<file path="src/rtl/hamming_pkg.sv">
// Shared Hamming(7,4) definitions: widths, bit-position constants, the
// injection FSM state type, the FIFO entry layout and the encode function.
// The encode function is also the golden model for the decoder bench.
package hamming_pkg;

    localparam int DATA_W = 4;
    localparam int CODE_W = 7;

    // Parity bit positions within code[7:1]
    localparam int P1 = 1;
    localparam int P2 = 2;
    localparam int P4 = 4;

    // Data bit positions: d1..d4
    localparam int D1_POS = 3;
    localparam int D2_POS = 5;
    localparam int D3_POS = 6;
    localparam int D4_POS = 7;

    typedef enum logic {
        INJ_IDLE  = 1'b0,
        INJ_ARMED = 1'b1
    } inj_state_t;

    typedef struct packed {
        logic [CODE_W:1] code;
        logic            parity_type;
        logic            injected;
    } fifo_entry_t;

    // parity_type = 1 selects odd parity, which inverts every parity bit
    function automatic logic [CODE_W:1] hamming_encode(input logic [DATA_W:1] data,
                                                       input logic            parity_type);
        logic [CODE_W:1] c;
        c         = '0;
        c[D1_POS] = data[1];
        c[D2_POS] = data[2];
        c[D3_POS] = data[3];
        c[D4_POS] = data[4];
        c[P1]     = c[3] ^ c[5] ^ c[7] ^ parity_type;
        c[P2]     = c[3] ^ c[6] ^ c[7] ^ parity_type;
        c[P4]     = c[5] ^ c[6] ^ c[7] ^ parity_type;
        return c;
    endfunction

endpackage

</file>
<file path="src/rtl/hamming_stream_encoder_if.sv">
// Handshake bundle of the streaming encoder.
//   input side : in_valid/in_ready, in_data[4:1], in_parity_type
//   output side: out_valid/out_ready, out_code[7:1], out_parity_type, out_injected
//   injection  : inj_arm, inj_pos[2:0]
//   status     : words_sent[CNT_W-1:0]
// master = the environment driving words in and taking codewords out,
// slave  = the encoder.
interface hamming_stream_encoder_if
    import hamming_pkg::*;
#(
    parameter int CNT_W = 16
) ();

    logic              in_valid;
    logic              in_ready;
    logic [DATA_W:1]   in_data;
    logic              in_parity_type;
    logic              out_valid;
    logic              out_ready;
    logic [CODE_W:1]   out_code;
    logic              out_parity_type;
    logic              out_injected;
    logic              inj_arm;
    logic [2:0]        inj_pos;
    logic [CNT_W-1:0]  words_sent;

    modport master (
        output in_valid, in_data, in_parity_type, out_ready, inj_arm, inj_pos,
        input  in_ready, out_valid, out_code, out_parity_type, out_injected, words_sent
    );

    modport slave (
        input  in_valid, in_data, in_parity_type, out_ready, inj_arm, inj_pos,
        output in_ready, out_valid, out_code, out_parity_type, out_injected, words_sent
    );

endinterface

</file>
<file path="src/rtl/hamming_code_encoder.sv">
// Combinational Hamming(7,4) encoder.
//   data_i[4:1]    data bits d4..d1
//   parity_type_i  0 = even, 1 = odd
//   code_o[7:1]    codeword, bit index = code position
module hamming_code_encoder
    import hamming_pkg::*;
(
    input  logic [DATA_W:1] data_i,
    input  logic            parity_type_i,
    output logic [CODE_W:1] code_o
);

    assign code_o = hamming_encode(data_i, parity_type_i);

endmodule

</file>
<file path="src/rtl/hamming_stream_encoder.sv">
// Streaming Hamming(7,4) encoder: encodes accepted words, buffers them in a
// DEPTH-entry FIFO and presents them downstream; supports one-shot single-bit
// error injection and counts completed output handshakes.
//   clk, rst : clock and synchronous active-high reset
//   bus      : hamming_stream_encoder_if.slave (handshakes, injection, counter)
//
// Injection FSM
//   state     | meaning
//   INJ_IDLE  | no corruption pending
//   INJ_ARMED | next word accepted (not in an arming cycle) gets code[pos] flipped
module hamming_stream_encoder
    import hamming_pkg::*;
#(
    parameter int DEPTH = 4,
    parameter int CNT_W = 16
) (
    input  logic                     clk,
    input  logic                     rst,
    hamming_stream_encoder_if.slave  bus
);

    localparam int AW = (DEPTH > 1) ? $clog2(DEPTH) : 1;

    logic [AW-1:0]    wr_ptr_q, wr_ptr_d;
    logic [AW-1:0]    rd_ptr_q, rd_ptr_d;
    logic [AW:0]      count_q, count_d;
    logic [CNT_W-1:0] words_sent_q, words_sent_d;
    fifo_entry_t      mem_q [DEPTH];

    inj_state_t       inj_state_q;
    logic [2:0]       inj_pos_q;

    logic             full, empty, push, pop, arm_req, inject;
    logic [CODE_W:1]  enc_code, flip_mask;
    fifo_entry_t      wr_entry, head;

    assign full  = (count_q == (AW+1)'(DEPTH));
    assign empty = (count_q == '0);
    assign push  = bus.in_valid & ~full;
    assign pop   = bus.out_valid & bus.out_ready;

    // An arm in the same cycle as an accept takes precedence: that word stays clean
    assign arm_req = bus.inj_arm & (bus.inj_pos != 3'd0);
    assign inject  = (inj_state_q == INJ_ARMED) & push & ~arm_req;

    hamming_code_encoder u_enc (
        .data_i        (bus.in_data),
        .parity_type_i (bus.in_parity_type),
        .code_o        (enc_code)
    );

    always_comb begin
        flip_mask = '0;
        for (int i = 1; i <= CODE_W; i++) begin
            if (inject && (inj_pos_q == 3'(i))) begin
                flip_mask[i] = 1'b1;
            end
        end
    end

    assign wr_entry.code        = enc_code ^ flip_mask;
    assign wr_entry.parity_type = bus.in_parity_type;
    assign wr_entry.injected    = inject;

    always_comb begin
        wr_ptr_d     = push ? wr_ptr_q + AW'(1) : wr_ptr_q;
        rd_ptr_d     = pop  ? rd_ptr_q + AW'(1) : rd_ptr_q;
        words_sent_d = pop  ? words_sent_q + CNT_W'(1) : words_sent_q;
        count_d      = count_q;
        case ({push, pop})
            2'b10:   count_d = count_q + (AW+1)'(1);
            2'b01:   count_d = count_q - (AW+1)'(1);
            default: count_d = count_q;
        endcase
    end

    always_ff @(posedge clk) begin
        if (rst) begin
            wr_ptr_q     <= '0;
            rd_ptr_q     <= '0;
            count_q      <= '0;
            words_sent_q <= '0;
        end else begin
            wr_ptr_q     <= wr_ptr_d;
            rd_ptr_q     <= rd_ptr_d;
            count_q      <= count_d;
            words_sent_q <= words_sent_d;
        end
    end

    // Storage needs no reset; clearing the pointers discards its contents
    always_ff @(posedge clk) begin
        if (push) begin
            mem_q[wr_ptr_q] <= wr_entry;
        end
    end

    always_ff @(posedge clk) begin
        if (rst) begin
            inj_state_q <= INJ_IDLE;
            inj_pos_q   <= 3'd0;
        end else if (arm_req) begin
            inj_state_q <= INJ_ARMED;
            inj_pos_q   <= bus.inj_pos;
        end else if (inject) begin
            inj_state_q <= INJ_IDLE;
        end
    end

    assign head = mem_q[rd_ptr_q];

    // Outputs read as zero while empty so stale storage never shows
    assign bus.in_ready        = ~full;
    assign bus.out_valid       = ~empty;
    assign bus.out_code        = empty ? '0   : head.code;
    assign bus.out_parity_type = empty ? 1'b0 : head.parity_type;
    assign bus.out_injected    = empty ? 1'b0 : head.injected;
    assign bus.words_sent      = words_sent_q;

endmodule

</file>
<file path="src/flat_wrapper.sv">
// flat-port wrapper written by rule: the top's interface ports become plain ports
module hamming_stream_encoder_flat import hamming_pkg::*;
#(
    parameter int DEPTH = 4,
    parameter int CNT_W = 16
)
  (clk, rst, bus_in_valid, bus_in_data, bus_in_parity_type, bus_out_ready, bus_inj_arm, bus_inj_pos, bus_in_ready, bus_out_valid, bus_out_code, bus_out_parity_type, bus_out_injected, bus_words_sent);
  hamming_stream_encoder_if #(.CNT_W(CNT_W)) bus_i ();
  input  logic clk;
  input  logic rst;
  input wire logic [$bits(bus_i.in_valid)-1:0] bus_in_valid;
  input wire logic [$bits(bus_i.in_data)-1:0] bus_in_data;
  input wire logic [$bits(bus_i.in_parity_type)-1:0] bus_in_parity_type;
  input wire logic [$bits(bus_i.out_ready)-1:0] bus_out_ready;
  input wire logic [$bits(bus_i.inj_arm)-1:0] bus_inj_arm;
  input wire logic [$bits(bus_i.inj_pos)-1:0] bus_inj_pos;
  output wire logic [$bits(bus_i.in_ready)-1:0] bus_in_ready;
  output wire logic [$bits(bus_i.out_valid)-1:0] bus_out_valid;
  output wire logic [$bits(bus_i.out_code)-1:0] bus_out_code;
  output wire logic [$bits(bus_i.out_parity_type)-1:0] bus_out_parity_type;
  output wire logic [$bits(bus_i.out_injected)-1:0] bus_out_injected;
  output wire logic [$bits(bus_i.words_sent)-1:0] bus_words_sent;
  assign bus_i.in_valid = bus_in_valid;
  assign bus_i.in_data = bus_in_data;
  assign bus_i.in_parity_type = bus_in_parity_type;
  assign bus_i.out_ready = bus_out_ready;
  assign bus_i.inj_arm = bus_inj_arm;
  assign bus_i.inj_pos = bus_inj_pos;
  assign bus_in_ready = bus_i.in_ready;
  assign bus_out_valid = bus_i.out_valid;
  assign bus_out_code = bus_i.out_code;
  assign bus_out_parity_type = bus_i.out_parity_type;
  assign bus_out_injected = bus_i.out_injected;
  assign bus_words_sent = bus_i.words_sent;
  hamming_stream_encoder #(.DEPTH(DEPTH), .CNT_W(CNT_W)) u_core (.clk(clk), .rst(rst), .bus(bus_i));
endmodule
</file>
<file path="config.mk">
export PLATFORM = sky130hd
export DESIGN_NAME = hamming_stream_encoder_flat
export DESIGN_NICKNAME = d
export VERILOG_FILES = /design/src/rtl/hamming_pkg.sv /design/src/rtl/hamming_stream_encoder_if.sv /design/src/rtl/hamming_code_encoder.sv /design/src/rtl/hamming_stream_encoder.sv /design/src/flat_wrapper.sv
export SDC_FILE = /design/constraint.sdc
export NUM_CORES = 1
export LEC_CHECK = 0
export ABC_AREA = 1
export BUFFER_PORTS_ARGS = -buffer_cell sky130_fd_sc_hd__buf_2
export CORE_ASPECT_RATIO = 0.75
export CORE_MARGIN = 4
export CORE_UTILIZATION = 62
export DETAILED_ROUTE_END_ITERATION = 6
export PLACE_DENSITY = 0.95
export REMOVE_ABC_BUFFERS = 1
export SYNTH_ARGS = -nofsm -noshare
export SYNTH_HDL_FRONTEND = slang
export SYNTH_SLANG_ARGS = --single-unit
export TNS_END_PERCENT = 10
</file>
<file path="constraint.sdc">
create_clock -name clk -period 4.7 [get_ports clk]
set_input_delay 0.94 -clock clk [delete_from_list [all_inputs] [get_ports clk]]
set_output_delay 0.94 -clock clk [all_outputs]
set_load 0.05 [all_outputs]
</file>
==> results of run 1 <==
[Yosys cell counts]
| master | number | area [um2] |
|---|---|---|
| o21ai_0 | 34 | 170 |
| ha_1 | 6 | 75.1 |
| a21boi_2 | 1 | 11.3 |
| clkbuf_1 | 1 | 3.75 |
| buf_2 | 3 | 15.0 |
| nand2_2 | 5 | 31.3 |
| nor2_1 | 80 | 300 |
| a21oi_1 | 28 | 140 |
| nand2_4 | 2 | 22.5 |
| buf_1 | 1 | 3.75 |
| nor3_2 | 1 | 10.0 |
| inv_1 | 41 | 154 |
| clkinv_1 | 2 | 7.51 |
| clkbuf_2 | 1 | 5.00 |
| edfxtp_1 | 36 | 1080 |
| nand2_1 | 67 | 251 |
| nand4_1 | 8 | 50.1 |
| nand3b_1 | 4 | 30.0 |
| nand3_1 | 9 | 45.0 |
| dfxtp_1 | 29 | 581 |
| fa_1 | 1 | 20.0 |
| buf_6 | 1 | 11.3 |
| or2_2 | 1 | 6.26 |
| xnor2_1 | 3 | 26.3 |
| nor3_1 | 1 | 5.00 |
| nor2_4 | 4 | 45.0 |
| xor2_1 | 3 | 26.3 |
| buf_4 | 2 | 15.0 |
| inv_2 | 1 | 3.75 |
[tightest hold or removal path: stages (launching register included)]
cell and delay, ns:
dfxtp_1 0.30, inv_1 0.06, a21oi_1 0.07
[report_power, final]
group	switching, mW	total, mW	internal, mW
Combinational	0.466	0.607	0.141
Clock	0.214	0.456	0.242
Sequential	0.0524	0.720	0.667
[kinds of logic after synthesis]
family	synth area share
AND/OR/NAND/NOR	0.253
flip-flops	0.528
AO/OA/AOI/OAI	0.102
buffers and inverters	0.0696
adder cells (fa/ha/maj)	0.0302
XOR/XNOR	0.0167
[layer usage]
metal	global-route usage	up-vias	routed length [um]
met4	0.0883	0	75
met3	0.0716	12	582
met5	0	-	0
li1	-	1308	-
met2	0.366	99	3260
met1	0.285	1218	2930
[how the worst max path moves through the flow]
stage / endpoint / start / slack [ns] / cells after the start
after floorplan: bus_out_code[0] / flop / 2.11 / 4
after global placement: u_core.count_q[2]$_SDFFE_PP0P_ / bus_out_ready / 2.04 / 9
after detailed placement: u_core.count_q[2]$_SDFFE_PP0P_ / bus_out_ready / 1.93 / 9
after CTS: bus_out_code[1] / flop / 1.70 / 4
after global routing: bus_out_code[1] / flop / 1.50 / 4
final: bus_out_code[1] / flop / 1.66 / 4
[layout make-up]
type,instances,area share
timing repair buffer,39,0.0550
inverter,44,0.0465
sequential,65,0.468
multi-input combinational,258,0.357
tap,60,0.0211
clock inverter,6,0.0169
clock buffer,10,0.0359
[cell usage in the layout, fill, tap and decap left out]
cell type   synthesis  final
nand3b_1            4      4
clkinv_2            0      2
buf_2               3     39
or2_2               1      1
nand2_4             2      2
clkinv_4            0      1
xor2_1              3      3
nor3_2              1      1
o21ai_0            34     34
clkbuf_1            1      1
inv_1              41     41
nor2_4              4      4
nand2_1            67     67
bufinv_16           0      1
nand3_1             9      9
inv_2               1      1
ha_1                6      6
nand4_1             8      8
dfxtp_1            29     29
a21oi_1            28     28
fa_1                1      1
nor2_1             80     80
clkinvlp_4          0      1
xnor2_1             3      3
nand2_2             5      5
a21boi_2            1      1
nor3_1              1      1
edfxtp_1           36     36
clkbuf_8            0      9
clkinv_1            2      3
[through the flow]
step	hold WS (ns)	setup WS, ns	cells
after floorplan	0.438	2.11	367
after global placement	0.454	2.04	466
after detailed placement	0.466	1.93	466
after CTS	0.473	1.70	482
after global routing	0.524	1.50	482
final	0.478	1.66	482
[state kept, by name, indices dropped and copies added (netlist names), named ones only]
| signal | count |
|---|---|
| u_core.bus.words_sent | 16 |
| u_core.count_q | 3 |
| u_core.inj_pos_q | 3 |
| u_core.inj_state_q | 1 |
| u_core.mem_q | 36 |
| u_core.rd_ptr_q | 2 |
| u_core.wr_ptr_q | 2 |
==> out/results.txt, run 1 <==
clk_skew -> 0.00568 ns
register area -> 1660 um2
pin count of the biggest net entering global routing -> 25
multi-input logic area -> 1270 um2
Largest stage delay, worst path -> 0.72 ns
Synth Area per Inst -> 8.37 um2
CP top delay family -> flip-flops
FF+latch count, synth -> 65
clk slew on worst S/H paths -> 0.07 ns
WL final -> 6.84 mm
Remaining DRCs -> 0
postcts setup bufs -> 0
YS warnings -> 0
cts repair resizes -> 0
dpl hpwl -> 4.57 mm
worst path arrival time -> 2.10 ns
Area after DPL -> 3360 um2
Hold Path Stages -> 2
GRT Util Overall -> 0.227
Hold Fails Final Rpt -> 0
r2r setup slk -> 2.50 ns
Reg-to-Reg Start -> u_core.count_q[1]$_SDFFE_PP0P_
fmax -> 329 MHz
max-cap viol count -> 0
initial antenna violation count -> 0
CTS tree -> done
Seq/Total Area, Yosys -> 0.528
CTS Sinks -> 65
WL/cell -> 14.2 um
Core Rows -> 22
Slew @ Worst Pin -> 0.944 ns
TritonCTS Buffers -> 9
hold_buf cts -> 0
Power Density -> 502 nW/um2
Ant. Diodes -> 0
area delta synth->final -> 12.8%
via count -> 2637
Congestion Overflow GR -> 0
die height -> 69.7 um
HP Class -> flop to flop
vias in the first global route -> 2438
RSZ-0062 raised after global routing -> false
CTS root buf -> clkbuf_8
design area -> 3550 um2
crit path buf inv count -> 2
Synth cell types -> 29
WP data required -> 3.76 ns
Pins Over Slew Limit -> 0
crit path kind -> flop to output pin
core area -> 4900 um2
period utilization -> 0.646
CTS Buffer Depth -> 2
Syn Inst Count -> 376
CP Capture Type -> output pin
VDD IR max -> 0.312 mV
Slowest-stage cell, CP -> dfxtp_1
Die X-Extent -> 90.3 um
Slew HR -> 0.369
CP Cell Sequence -> inv_1 -> o21ai_0 -> a21oi_1 -> buf_2
H-tree depth -> 3
Syn Std Cell Area -> 3150 um2
GP Congestion -> 0.885
Final min period -> 3.04 ns
Setup crit start kind -> flop
Starting Density -> 0.642
nets@finish -> 437
ratio of cells with drive above 1 in the final layout -> 0.161
leakage -> 1.48 nW
count of input and output buffers -> 39
TNS Setup -> 0 ns
status -> completed
Clock Latency Late Sink -> 0.34 ns
Pwr Total -> 1.78 mW
IO Pins -> 40
Crit Path Max Fanout -> 19
Layout Utilization -> 0.725
Final setup violation count -> 0
DRT iter0 DRCs -> 234
HP Start -> u_core.rd_ptr_q[1]$_SDFFE_PP0P_
first-pass GRT wire length -> 11.2 mm
Filler cells -> 340
Via density -> 5.47
Routed Antenna Nets -> 0
drt pass-1 iters -> 5
Reg2Reg Depth -> 9
worst reg2reg endpoint -> u_core.count_q[2]$_SDFFE_PP0P_
die footprint -> 6290 um2
Note: power is estimated with default switching activity, not from simulation.
==> run 2, diff against run 1 <==
--- a/config.mk
+++ b/config.mk
@@ -5,13 +5,13 @@
 export SDC_FILE = /design/constraint.sdc
 export NUM_CORES = 1
 export LEC_CHECK = 0
-export ABC_AREA = 1
+export ABC_AREA = 0
 export BUFFER_PORTS_ARGS = -buffer_cell sky130_fd_sc_hd__buf_2
 export CORE_ASPECT_RATIO = 0.75
 export CORE_MARGIN = 4
-export CORE_UTILIZATION = 62
+export CORE_UTILIZATION = 51
 export DETAILED_ROUTE_END_ITERATION = 6
-export PLACE_DENSITY = 0.95
+export PLACE_DENSITY = 0.85
 export REMOVE_ABC_BUFFERS = 1
 export SYNTH_ARGS = -nofsm -noshare
 export SYNTH_HDL_FRONTEND = slang
==> constraint.sdc (replaced) <==
create_clock -name clk -period 2.6 [get_ports clk]
set_input_delay 0.52 -clock clk [delete_from_list [all_inputs] [get_ports clk]]
set_output_delay 0.52 -clock clk [all_outputs]
set_load 0.05 [all_outputs]
==> out/results.txt, run 2 <==
Pins Over Slew Limit -> 0 (unchanged)
max-cap viol count -> 0 (unchanged)
Starting Density -> 0.529 (-0.113)
Via density -> 5.20 (-5.0%)
Clock Latency Late Sink -> 0.33 ns (about the same)
Hold Path Stages -> 1 (-1)
hold_buf cts -> 0 (unchanged)
die height -> 72.5 um (+4.1%)
crit path kind -> flop to output pin
CTS Buffer Depth -> 2 (unchanged)
Reg-to-Reg Start -> u_core.count_q[2]$_SDFFE_PP0P_
Congestion Overflow GR -> 0 (unchanged)
period utilization -> 0.922
fmax -> 417 MHz
pin count of the biggest net entering global routing -> 30 (+20%)
HP Class -> input pin to flop
CP Capture Type -> output pin
Synth area leaders -> edfxtp_1 38%, dfxtp_1 21%, mux4_2 7.2%
first-pass GRT wire length -> 8.65 mm (-22%)
Slew @ Worst Pin -> 0.504 ns (-0.440 ns)
WP data required -> 2.08 ns (-1.68 ns)
Reg2Reg Depth -> 8 (-1)
Crit Path Max Fanout -> 5 (-14)
clk_skew -> 0.00548 ns (-0.000198 ns)
YS warnings -> 0 (unchanged)
Synth top cells by count -> 36 x edfxtp_1, 29 x dfxtp_1, 22 x nor2_1
Slew HR -> 0.664 (+0.295)
Largest stage delay, worst path -> 0.49 ns (-0.23 ns)
top-count cell post-synth -> edfxtp_1
Ant. Diodes -> 0 (unchanged)
Setup crit start kind -> flop
status -> completed
Seq/Total Area, Yosys -> 0.587 (+0.0588)
postcts setup bufs -> 0 (unchanged)
count of input and output buffers -> 39 (unchanged)
IO Pins -> 40 (unchanged)
Core Rows -> 23 (+4.5%)
worst path arrival time -> 1.88 ns (-0.22 ns)
worst reg2reg endpoint -> u_core.count_q[2]$_SDFFE_PP0P_
CTS root buf -> clkbuf_8
Post-synth ARST share -> 0 (unchanged)
Remaining DRCs -> 0 (unchanged)
CTS tree -> done
Power Density -> 1010 nW/um2 (+100%)
most common cell after layout, fill and taps aside -> buf_2
Syn Std Cell Area -> 2830 um2 (-10%)
Synth cell types -> 33 (+14%)
Final setup violation count -> 0 (unchanged)
leakage -> 1.26 nW (-15%)
TNS Setup -> 0 ns (unchanged)
core area -> 5350 um2 (+9.2%)
nets@finish -> 295 (-32%)
Syn Inst Count -> 230 (-39%)
H-tree depth -> 3 (unchanged)
Post-Layout Cell Count -> 355 (-26%)
Top FF cell, synth -> edfxtp_1
Synth area leader -> edfxtp_1
Routed Antenna Nets -> 0 (unchanged)
GP Congestion -> 0.817 (-7.7%)
CP Depth -> 4 (unchanged)
Biggest register -> u_core.mem_q
RSZ-0062 raised after global routing -> false
WL final -> 4.99 mm (-27%)
Die X-Extent -> 94.0 um (+4.2%)
TritonCTS Buffers -> 9 (unchanged)
vias in the first global route -> 1826 (-25%)
crit path buf inv count -> 2 (unchanged)
most frequent cells in the layout -> 39 x buf_2, 36 x edfxtp_1, 29 x dfxtp_1
FF+latch count, synth -> 65 (unchanged)
Synth Area per Inst -> 12.3 um2 (+47%)
CP Cell Sequence -> buf_4 -> mux4_2 -> nor2b_1 -> buf_2
number of flops mapped to enable cells by yosys -> 36 (unchanged)
VDD IR max -> 0.424 mV (+36%)
GRT Util Overall -> 0.167 (-0.0598)
design area -> 3330 um2 (-6.2%)
via count -> 1845 (-30%)
Slowest-stage cell, CP -> mux4_2
number of flip-flops in the largest register -> 36 (unchanged)
r2r setup slk -> 0.28 ns (-2.22 ns)
Hold Fails Final Rpt -> 0 (unchanged)
DRT iter0 DRCs -> 125 (-47%)
die footprint -> 6820 um2 (+8.4%)
clk slew on worst S/H paths -> 0.07 ns (about the same)
Area after DPL -> 3110 um2 (-7.6%)
WL/cell -> 14.1 um (-1.0%)
drt pass-1 iters -> 4 (-1)
Worst Setup Slack, final -> 0.202 ns (-1.46 ns)
post-synth top area share -> 0.382 (+0.0383)
dpl ws -> 0.179 ns (-1.75 ns)
Hold EP -> u_core.mem_q[3][1]$_DFFE_PP_
area delta synth->final -> 17.6%
Pwr Total -> 3.36 mW (+88%)
Final min period -> 2.40 ns
initial antenna violation count -> 0 (unchanged)
placed insts -> 339 (-27%)
dpl hpwl -> 3.55 mm (-22%)
HP Start -> bus_in_parity_type
CP top delay family -> multiplexers
CTS Sinks -> 65 (unchanged)
ratio of cells with drive above 1 in the final layout -> 0.250 (+0.0889)
## run 2: cell count changes after synthesis, sizes merged, moves of 6 or more
| cell | change |
|---|---|
| a21oi | -17 |
| and3 | +6 |
| inv | -32 |
| mux4 | +9 |
| nand2 | -63 |
| nor2 | -62 |
| nor2b | +10 |
| o21ai | -31 |
| o31ai | +6 |
| xnor2 | +8 |
| xor2 | +12 |
## run 2: worst max path at each step
stage,slack [ns],start,endpoint
after global routing,0.05,flop,bus_out_injected
after detailed placement,0.18,u_core.count_q[2]$_SDFFE_PP0P_,u_core.count_q[2]$_SDFFE_PP0P_
after floorplan,0.14,u_core.count_q[2]$_SDFFE_PP0P_,u_core.count_q[2]$_SDFFE_PP0P_
after global placement,0.25,u_core.count_q[2]$_SDFFE_PP0P_,u_core.count_q[2]$_SDFFE_PP0P_
final,0.20,flop,bus_out_code[6]
after CTS,0.15,flop,bus_out_code[6]
## run 2: kinds of logic (layout without fill, tap and decap cells)
family,Yosys count,in the layout,share of synthesized area
compound gates,23,23,0.0504
xor+xnor,26,26,0.0804
fa+ha+maj,7,7,0.0336
buf+inv,18,68,0.0252
flops,65,65,0.587
mux,10,10,0.0756
simple gates,81,81,0.148
## run 2: repair_timing
action,4_1_cts,5_1_grt
hold endpoints to repair,0,0
resized for setup,0,1
setup endpoints to repair,0,1
## run 2: per-layer routing
layer,vias to the layer above,GRT usage,part of all wire
li1,918,-,-
met1,865,0.218,0.44
met2,55,0.257,0.47
met3,7,0.0622,0.071
met4,0,0.0593,0.019
met5,-,0,0
## run 2: worst register-to-register path: stages (launching register included)
cell	delay, ns
dfxtp_1	0.42
or3b_4	0.46
nand2_1	0.17
ha_1	0.20
inv_1	0.06
fa_1	0.37
xor2_1	0.16
or3_1	0.30
a21oi_1	0.13
## run 2: metrics by stage
step / hold slack, ns / util
finish: 0.441 / 0.622
global route: 0.418 / 0.622
floorplan: 0.439 / -
detailed placement: 0.486 / 0.581
CTS: 0.425 / 0.622
global placement: 0.467 / 0.581
## run 2: power breakdown
| part | switching [mW] | total, mW | internal (mW) | leakage (nW) |
|---|---|---|---|---|
| clock | 0.377 | 0.916 | 0.539 | 0.111 |
| sequential | 0.0930 | 1.31 | 1.22 | 0.567 |
| combinational | 0.754 | 1.13 | 0.374 | 0.579 |
| total | 1.22 | 3.36 | 2.13 | 1.26 |
## run 2: cell type report
cell class	count	area, um2
clock buffer	9	124
clock inverter	7	95.1
timing repair buffer	42	218
inverter	10	37.5
tap	75	93.8
sequential	65	1660
fill	421	2020
multi-input combinational	147	1100
